==> src/rtl/boot_pkg.sv <==
// Shared types and constants for the EEPROM boot loader and its I2C bit engine.
package boot_pkg;

   typedef enum logic [3:0] {
      IDLE, START, WR_DEV, WR_ADDR, RESTART, RD_DEV, RD_DATA, STOP, DONE, ERROR
   } boot_state_t;

   typedef enum logic [1:0] {
      CMD_IDLE, CMD_START, CMD_STOP, CMD_BIT
   } phy_cmd_t;

   localparam logic        RW_WRITE   = 1'b0;
   localparam logic        RW_READ    = 1'b1;
   localparam logic [7:0]  START_ADDR = 8'h00;
   localparam int unsigned NUM_BYTES  = 256;
   localparam int unsigned NUM_WORDS  = 64;

   // Returns {scl_oe, sda_oe} for the given command at the start of a quarter.
   function automatic logic [1:0] bus_drive(phy_cmd_t cmd, logic [1:0] quarter, logic bit_val);
      logic [1:0] drv;
      drv = 2'b00;
      case (cmd)
         CMD_START: case (quarter)
            2'd0:    drv = 2'b10;
            2'd1:    drv = 2'b00;
            2'd2:    drv = 2'b01;
            default: drv = 2'b11;
         endcase
         CMD_STOP: case (quarter)
            2'd0:    drv = 2'b11;
            2'd3:    drv = 2'b00;
            default: drv = 2'b01;
         endcase
         CMD_BIT:  drv = {(quarter == 2'd0) || (quarter == 2'd3), ~bit_val};
         default:  drv = 2'b00;
      endcase
      return drv;
   endfunction

endpackage

==> src/rtl/i2c_bit_phy.sv <==
// I2C bit engine: quarter-phase tick divider executing START/STOP/bit commands.
// BOOT_CLK_STRETCH_EN: hold in q1 until the slave releases SCL.
module i2c_bit_phy
   import boot_pkg::*;
#(
   parameter int unsigned CLK_DIV = 125
) (
   input  logic     clk,
   input  logic     rst,
   input  logic     cmd_valid_i,
   input  phy_cmd_t cmd_i,
   input  logic     bit_i,
   input  logic     scl_i,
   input  logic     sda_i,
   output logic     done_o,
   output logic     rd_bit_o,
   output logic     scl_oe_o,
   output logic     sda_oe_o
);

   localparam int unsigned    DW       = (CLK_DIV > 2) ? $clog2(CLK_DIV) : 1;
   localparam logic [DW-1:0]  DIV_LAST = DW'(CLK_DIV - 1);
   localparam logic [DW-1:0]  DIV_END  = DW'(CLK_DIV - 2);

   logic          busy_q, busy_d;
   logic [1:0]    qtr_q, qtr_d;
   logic [DW-1:0] div_q, div_d;
   phy_cmd_t      cmd_q, cmd_d;
   logic          bit_q, bit_d, rd_q, rd_d, scl_q, scl_d, sda_q, sda_d;
   logic          stall, tick, last;

`ifdef BOOT_CLK_STRETCH_EN
   assign stall = busy_q && (qtr_q == 2'd1) && !scl_i;
`else
   logic unused_scl;
   assign unused_scl = scl_i;
   assign stall      = 1'b0;
`endif

   // q3 ends one clock early; the idle cycle that accepts the next command
   // completes it, so back-to-back bits stay exactly 4*CLK_DIV long.
   assign last = busy_q && (qtr_q == 2'd3) && (div_q == DIV_END);
   assign tick = busy_q && (qtr_q != 2'd3) && !stall && (div_q == DIV_LAST);

   always_comb begin
      busy_d = busy_q;
      qtr_d  = qtr_q;
      div_d  = div_q;
      cmd_d  = cmd_q;
      bit_d  = bit_q;
      rd_d   = rd_q;
      scl_d  = scl_q;
      sda_d  = sda_q;
      if (!busy_q) begin
         if (cmd_valid_i) begin
            busy_d         = 1'b1;
            qtr_d          = 2'd0;
            div_d          = '0;
            cmd_d          = cmd_i;
            bit_d          = bit_i;
            {scl_d, sda_d} = bus_drive(cmd_i, 2'd0, bit_i);
         end
      end else if (last) begin
         busy_d = 1'b0;
      end else if (tick) begin
         qtr_d          = qtr_q + 2'd1;
         div_d          = '0;
         {scl_d, sda_d} = bus_drive(cmd_q, qtr_q + 2'd1, bit_q);
         if (qtr_q == 2'd1) rd_d = sda_i;
      end else if (!stall) begin
         div_d = div_q + 1'b1;
      end
   end

   always_ff @(posedge clk or posedge rst) begin
      if (rst) begin
         busy_q <= 1'b0;
         qtr_q  <= 2'd0;
         div_q  <= '0;
         cmd_q  <= CMD_IDLE;
         bit_q  <= 1'b0;
         rd_q   <= 1'b0;
         scl_q  <= 1'b0;
         sda_q  <= 1'b0;
      end else begin
         busy_q <= busy_d;
         qtr_q  <= qtr_d;
         div_q  <= div_d;
         cmd_q  <= cmd_d;
         bit_q  <= bit_d;
         rd_q   <= rd_d;
         scl_q  <= scl_d;
         sda_q  <= sda_d;
      end
   end

   assign done_o   = last;
   assign rd_bit_o = rd_q;
   assign scl_oe_o = scl_q;
   assign sda_oe_o = sda_q;

endmodule

==> src/rtl/boot_loader.sv <==
// Loads a 256-byte image from an I2C EEPROM into 64 big-endian instruction words.
// BOOT_CLK_STRETCH_EN (in i2c_bit_phy) enables slave clock stretching.
module boot_loader
   import boot_pkg::*;
#(
   parameter int unsigned CLK_DIV   = 125,
   parameter logic [6:0]  DEV_ADDR  = 7'h50,
   parameter int unsigned MAX_RETRY = 3
) (
   input  logic        clk,
   input  logic        rst,
   output logic        scl_oe,
   output logic        sda_oe,
   input  logic        sda_i,
   input  logic        scl_i,
   output logic        wr_en,
   output logic [5:0]  wr_addr,
   output logic [31:0] wr_data,
   output logic        boot_complete,
   output logic        boot_error
);

   localparam int unsigned    BW        = $clog2(NUM_BYTES);
   localparam logic [BW-1:0]  LAST_BYTE = BW'(NUM_BYTES - 1);

   boot_state_t                    state_q, state_d;
   logic [3:0]                     bit_cnt_q, bit_cnt_d;
   logic [BW-1:0]                  byte_cnt_q, byte_cnt_d;
   logic [7:0]                     retry_q, retry_d;
   logic                           nack_q, nack_d;
   logic [31:0]                    shift_q, shift_d;
   logic                           wr_en_q, wr_en_d;
   logic [$clog2(NUM_WORDS)-1:0]   wr_addr_q, wr_addr_d;
   logic [31:0]                    wr_data_q, wr_data_d;
   logic                           complete_q, complete_d, error_q, error_d;

   logic       phy_valid, phy_bit, phy_done, phy_rd;
   phy_cmd_t   phy_cmd;
   logic [7:0] tx_byte;

   i2c_bit_phy #(.CLK_DIV(CLK_DIV)) u_phy (
      .clk         (clk),
      .rst         (rst),
      .cmd_valid_i (phy_valid),
      .cmd_i       (phy_cmd),
      .bit_i       (phy_bit),
      .scl_i       (scl_i),
      .sda_i       (sda_i),
      .done_o      (phy_done),
      .rd_bit_o    (phy_rd),
      .scl_oe_o    (scl_oe),
      .sda_oe_o    (sda_oe)
   );

   always_comb begin
      tx_byte    = 8'hFF;
      phy_cmd    = CMD_BIT;
      phy_valid  = (state_q != DONE) && (state_q != ERROR);
      state_d    = state_q;
      bit_cnt_d  = bit_cnt_q;
      byte_cnt_d = byte_cnt_q;
      retry_d    = retry_q;
      nack_d     = nack_q;
      shift_d    = shift_q;
      wr_en_d    = 1'b0;
      wr_addr_d  = wr_addr_q;
      wr_data_d  = wr_data_q;
      complete_d = complete_q;
      error_d    = error_q;

      case (state_q)
         WR_DEV:  tx_byte = {DEV_ADDR, RW_WRITE};
         WR_ADDR: tx_byte = START_ADDR;
         RD_DEV:  tx_byte = {DEV_ADDR, RW_READ};
         default: tx_byte = 8'hFF;
      endcase
      case (state_q)
         IDLE:           phy_cmd = CMD_IDLE;
         START, RESTART: phy_cmd = CMD_START;
         STOP:           phy_cmd = CMD_STOP;
         default:        phy_cmd = CMD_BIT;
      endcase
      // Ninth bit: released for slave ACK, or master ACK/NACK while reading.
      if (bit_cnt_q[3]) phy_bit = (state_q == RD_DATA) ? (byte_cnt_q == LAST_BYTE) : 1'b1;
      else              phy_bit = tx_byte[3'd7 - bit_cnt_q[2:0]];

      if (phy_done) begin
         case (state_q)
            IDLE:    state_d = START;
            START:   begin state_d = WR_DEV; bit_cnt_d = 4'd0; end
            RESTART: begin state_d = RD_DEV; bit_cnt_d = 4'd0; end
            WR_DEV, WR_ADDR, RD_DEV: begin
               if (!bit_cnt_q[3]) begin
                  bit_cnt_d = bit_cnt_q + 4'd1;
               end else begin
                  bit_cnt_d = 4'd0;
                  if (phy_rd) begin
                     nack_d  = 1'b1;
                     state_d = STOP;
                  end else begin
                     case (state_q)
                        WR_DEV:  state_d = WR_ADDR;
                        WR_ADDR: state_d = RESTART;
                        default: begin state_d = RD_DATA; byte_cnt_d = '0; end
                     endcase
                  end
               end
            end
            RD_DATA: begin
               if (!bit_cnt_q[3]) begin
                  shift_d   = {shift_q[30:0], phy_rd};
                  bit_cnt_d = bit_cnt_q + 4'd1;
               end else begin
                  bit_cnt_d = 4'd0;
                  if (byte_cnt_q[1:0] == 2'd3) begin
                     wr_en_d   = 1'b1;
                     wr_addr_d = byte_cnt_q[BW-1:2];
                     wr_data_d = shift_q;
                  end
                  if (byte_cnt_q == LAST_BYTE) begin
                     nack_d  = 1'b0;
                     state_d = STOP;
                  end else begin
                     byte_cnt_d = byte_cnt_q + 1'b1;
                  end
               end
            end
            STOP: begin
               if (!nack_q) begin
                  state_d    = DONE;
                  complete_d = 1'b1;
               end else if (retry_q == 8'(MAX_RETRY)) begin
                  state_d = ERROR;
                  error_d = 1'b1;
               end else begin
                  retry_d    = retry_q + 8'd1;
                  byte_cnt_d = '0;
                  nack_d     = 1'b0;
                  state_d    = START;
               end
            end
            default: state_d = state_q;
         endcase
      end
   end

   always_ff @(posedge clk or posedge rst) begin
      if (rst) begin
         state_q    <= IDLE;
         bit_cnt_q  <= 4'd0;
         byte_cnt_q <= '0;
         retry_q    <= 8'd0;
         nack_q     <= 1'b0;
         shift_q    <= '0;
         wr_en_q    <= 1'b0;
         wr_addr_q  <= '0;
         wr_data_q  <= '0;
         complete_q <= 1'b0;
         error_q    <= 1'b0;
      end else begin
         state_q    <= state_d;
         bit_cnt_q  <= bit_cnt_d;
         byte_cnt_q <= byte_cnt_d;
         retry_q    <= retry_d;
         nack_q     <= nack_d;
         shift_q    <= shift_d;
         wr_en_q    <= wr_en_d;
         wr_addr_q  <= wr_addr_d;
         wr_data_q  <= wr_data_d;
         complete_q <= complete_d;
         error_q    <= error_d;
      end
   end

   assign wr_en         = wr_en_q;
   assign wr_addr       = wr_addr_q;
   assign wr_data       = wr_data_q;
   assign boot_complete = complete_q;
   assign boot_error    = error_q;

endmodule

==> config.mk <==
export PLATFORM = sky130hd
export DESIGN_NAME = boot_loader
export DESIGN_NICKNAME = d
export VERILOG_FILES = /design/src/rtl/boot_pkg.sv /design/src/rtl/i2c_bit_phy.sv /design/src/rtl/boot_loader.sv
export SDC_FILE = /design/constraint.sdc
export NUM_CORES = 1
export LEC_CHECK = 0
export ABC_AREA = 1
export BUFFER_PORTS_ARGS = -buffer_cell sky130_fd_sc_hd__buf_4
export CAP_MARGIN = 20
export CELL_PAD_IN_SITES_DETAIL_PLACEMENT = 0
export CELL_PAD_IN_SITES_GLOBAL_PLACEMENT = 2
export CORE_MARGIN = 2
export CORE_UTILIZATION = 39
export CTS_CLUSTER_SIZE = 10
export DETAILED_ROUTE_END_ITERATION = 7
export PLACE_DENSITY = 0.9
export SLEW_MARGIN = 40
export SYNTH_ARGS = -nofsm -noshare
export SYNTH_HDL_FRONTEND = slang
export SYNTH_SLANG_ARGS = --single-unit
==> constraint.sdc <==
create_clock -name clk -period 6.4 [get_ports clk]
set_clock_uncertainty 0.05 [all_clocks]
set_input_delay 1.92 -clock clk [delete_from_list [all_inputs] [get_ports clk]]
set_output_delay 1.92 -clock clk [all_outputs]
set_load 0.01 [all_outputs]
==> impl_metrics.py <==
metrics = {
    "status": {
        "status": "completed",
    },
    "final_layout": {
        "fin_cells": 864,
        "nFillCells": 1301,
        "n_antenna_cell": 0,
        "finalNetCount": 688,
        "drive_gt1_frac": 0.172,
        "syn_to_final_growth_pct": 20.1,
    },
    "floorplanning": {
        "io_pins": 47,
        "core_um2": 13300,
        "die_h_um": 122,
        "dieWidth_um": 122,
        "die-area_um2": 14800,
        "initial_core_util": 0.404,
        "rows": 42,
    },
    "power_and_ir_drop": {
        "powerDensity_nw_per_um2": 262,
        "ir_drop_v": 0.000163,
        "p_leak_nw": 3.06,
    },
    "timing": {
        "slew_headroom": 0.562,
        "setup_viol": 0,
        "finalHoldViolCount": 0,
        "finalSetupTns_ps": 0,
        "period_needed_ps": 2940,
        "period_share": 0.459,
        "clock.fmax_mhz": 340,
        "rsz0062_at_grt": "no",
        "worst_pin_slew_ps": 656,
        "maxSlewViolCount": 0,
    },
    "global_routing": {
        "grtUsageTotal": 0.173,
        "antenna_found_initial": 0,
        "grt_pass1_wl_mm": 19.9,
        "grt_pass1_vias": 4191,
        "grt.overflow.total": 0,
        "grt_max_degree": 76,
    },
    "flow_run": {
        "drv_cap": 0,
    },
    "setup_path": {
        "critPathKind": "flop to output port",
        "cp_data_required_time_ps": 4430,
        "slowest_delay_ps": 400,
        "cp_cell_sequence": "buf_4",
        "path_buf_inv": 1,
        "crit_family": "flip-flops",
        "endpoint_kind": "output port",
        "slowest_stage": "dfrtp_1",
        "crit_arrival_ps": 970,
        "cp_max_fo": 2,
        "critPathLaunchType": "flop",
    },
    "yosys": {
        "netlist_area_um2": 5390,
        "ys.flop_type": "dfrtp_1",
        "syn_area_per_cell_um2": 8.61,
        "seq_area_frac_synth": 0.529,
        "ys_async_sr_fraction": 1.00,
        "synth_edf_count": 0,
        "yosys_register_bits": 114,
        "synth_cell_type_count": 40,
        "yosys_warnings": 0,
        "synthCells": 626,
        "synth_fp_nets": 638,
    },
    "route": {
        "drc_errors": 0,
        "first_iter_violations": 262,
        "vias": 4138,
        "avgViaCountPerCell": 4.79,
        "avgRoutedWirePerCell_um": 13.1,
        "finalWirelength_mm": 11.3,
        "dr.pass1.iters": 7,
        "ant_nets": 0,
    },
    "cts": {
        "cts_max_level": 4,
        "cts_sinks": 114,
        "cts-hold-fix-buffers": 0,
        "cts_made_buffers": 17,
        "clk_latency_ps": 410,
        "path_clk_slew_ps": 50,
        "cts_tree": "done",
        "root_buffer": "clkbuf_16",
        "cts_resized": 0,
        "postCtsSetupBuffers": 0,
        "cts_buffer_depth": 2,
    },
    "place": {
        "post-dp-hpwl_mm": 7.69,
        "gp_congestion": 0.841,
        "placed_cells": 832,
        "portBuffers": 45,
    },
    "hold_path": {
        "hp-class": "flop to flop",
    },
}
## worst paths after layout
kind | startpoint | depth (start not counted) | end | slack (ps)
min in group asynchronous | rst | 2 | retry_q[0] | 1550
hold reg to reg | shift_q[31] | 2 | wr_data[31] | 420
max in group asynchronous | rst | 3 | wr_data[2] | 3710
setup / recovery | wr_data[18] | 1 | wr_data[18] | 3460
setup reg to reg | u_phy.qtr_q[0] | 7 | shift_q[17] | 4030
hold / removal | shift_q[31] | 2 | wr_data[31] | 420
## cell families after synthesis
kind of cell               after synthesis  synth area share
adders and majority gates                8            0.0186
xor gates and xnor gates                 8            0.0130
AOI/OAI and AO/OA                      109             0.120
buffers and inverters                  108            0.0868
and+or+nand+nor                        279             0.232
DFF                                    114             0.529
## metrics by stage
stage	power [mW]	util	cell area, µm²	setup WS [ps]	hold WS (ps)
global route	1.75	0.485	6480	3420	455
global placement	0.751	0.438	5850	3010	410
detailed placement	0.751	0.438	5850	3190	405
CTS	1.72	0.484	6460	3430	419
finish	1.70	0.485	6480	3460	417
floorplan	0.745	-	5390	1410	392
## tightest hold or removal path, stage by stage, from the launching register on
cell,delay (ps)
dfrtp_1,340
nand2_1,50
nand2_1,40
## flip-flops by register name, indices dropped and copies added, names as in the netlist
register / flops
u_phy.div_q: 7
boot_error: 1
bit_cnt_q: 4
shift_q: 32
u_phy.scl_oe_o: 1
boot_complete: 1
u_phy.qtr_q: 2
wr_addr: 6
wr_data: 32
state_q: 4
u_phy.sda_oe_o: 1
nack_q: 1
u_phy.bit_q: 1
u_phy.cmd_q: 2
wr_en: 1
u_phy.rd_bit_o: 1
u_phy.busy_q: 1
byte_cnt_q: 8
retry_q: 8
## layout by cell type (no fill, tap or decap), types with 3 or more instances in the layout
master	n
nand2_1	183
dfrtp_1	114
inv_1	86
o21ai_0	54
buf_4	47
nand3_1	26
nor2_1	21
o21ai_2	21
clkbuf_16	17
o21ai_1	15
nor3_1	14
nand4_1	11
a21oi_1	9
ha_1	8
xor2_1	7
nor2_2	4
o31ai_1	4
clkinv_2	4
nand2_2	3
nor2_4	3
nor3b_1	3
bufinv_16	3
clkbuf_8	3
## where the power goes
part	total (mW)	internal [mW]	switching (mW)
Sequential	0.722	0.722	0
Combinational	0.0156	0.00137	0.0142
Clock	0.961	0.639	0.322
## Yosys cell counts (2+ instances only)
| cell type | count | share of area |
|---|---|---|
| nor2_1 | 21 | 0.015 |
| nand2_1 | 183 | 0.13 |
| nand4_1 | 11 | 0.013 |
| inv_1 | 87 | 0.061 |
| o31ai_1 | 4 | 0.0056 |
| o21ai_2 | 21 | 0.034 |
| dfrtp_1 | 114 | 0.53 |
| o21ai_0 | 54 | 0.050 |
| o21ai_1 | 15 | 0.014 |
| nor2_4 | 3 | 0.0063 |
| buf_6 | 7 | 0.015 |
| ha_1 | 8 | 0.019 |
| nor3_1 | 14 | 0.013 |
| nand3_1 | 26 | 0.024 |
| nand2_2 | 3 | 0.0035 |
| clkbuf_1 | 5 | 0.0035 |
| nor4_1 | 2 | 0.0023 |
| buf_2 | 4 | 0.0037 |
| o22ai_1 | 2 | 0.0023 |
| inv_2 | 2 | 0.0014 |
| a21oi_1 | 9 | 0.0084 |
| nor3b_1 | 3 | 0.0042 |
| nor2_2 | 4 | 0.0046 |
| nand3b_1 | 2 | 0.0028 |
| xor2_1 | 7 | 0.011 |
## layer usage
metal,track usage,wire length [µm]
met1,0.229,5590
met4,0.0819,163
met2,0.271,5180
met3,0.0407,411
met5,0,0
## final cells by class
cell class                      count  area [µm²]  share of cell area
Sequential cell                   114        2850               0.440
Multi-Input combinational cell    404        2080               0.321
Clock buffer                       22         474              0.0732
Timing Repair Buffer               48         373              0.0576
Inverter                           91         348              0.0537
Tap cell                          176         220              0.0340
Clock inverter                      9         130              0.0201
Power figures use the tool's default switching activity.
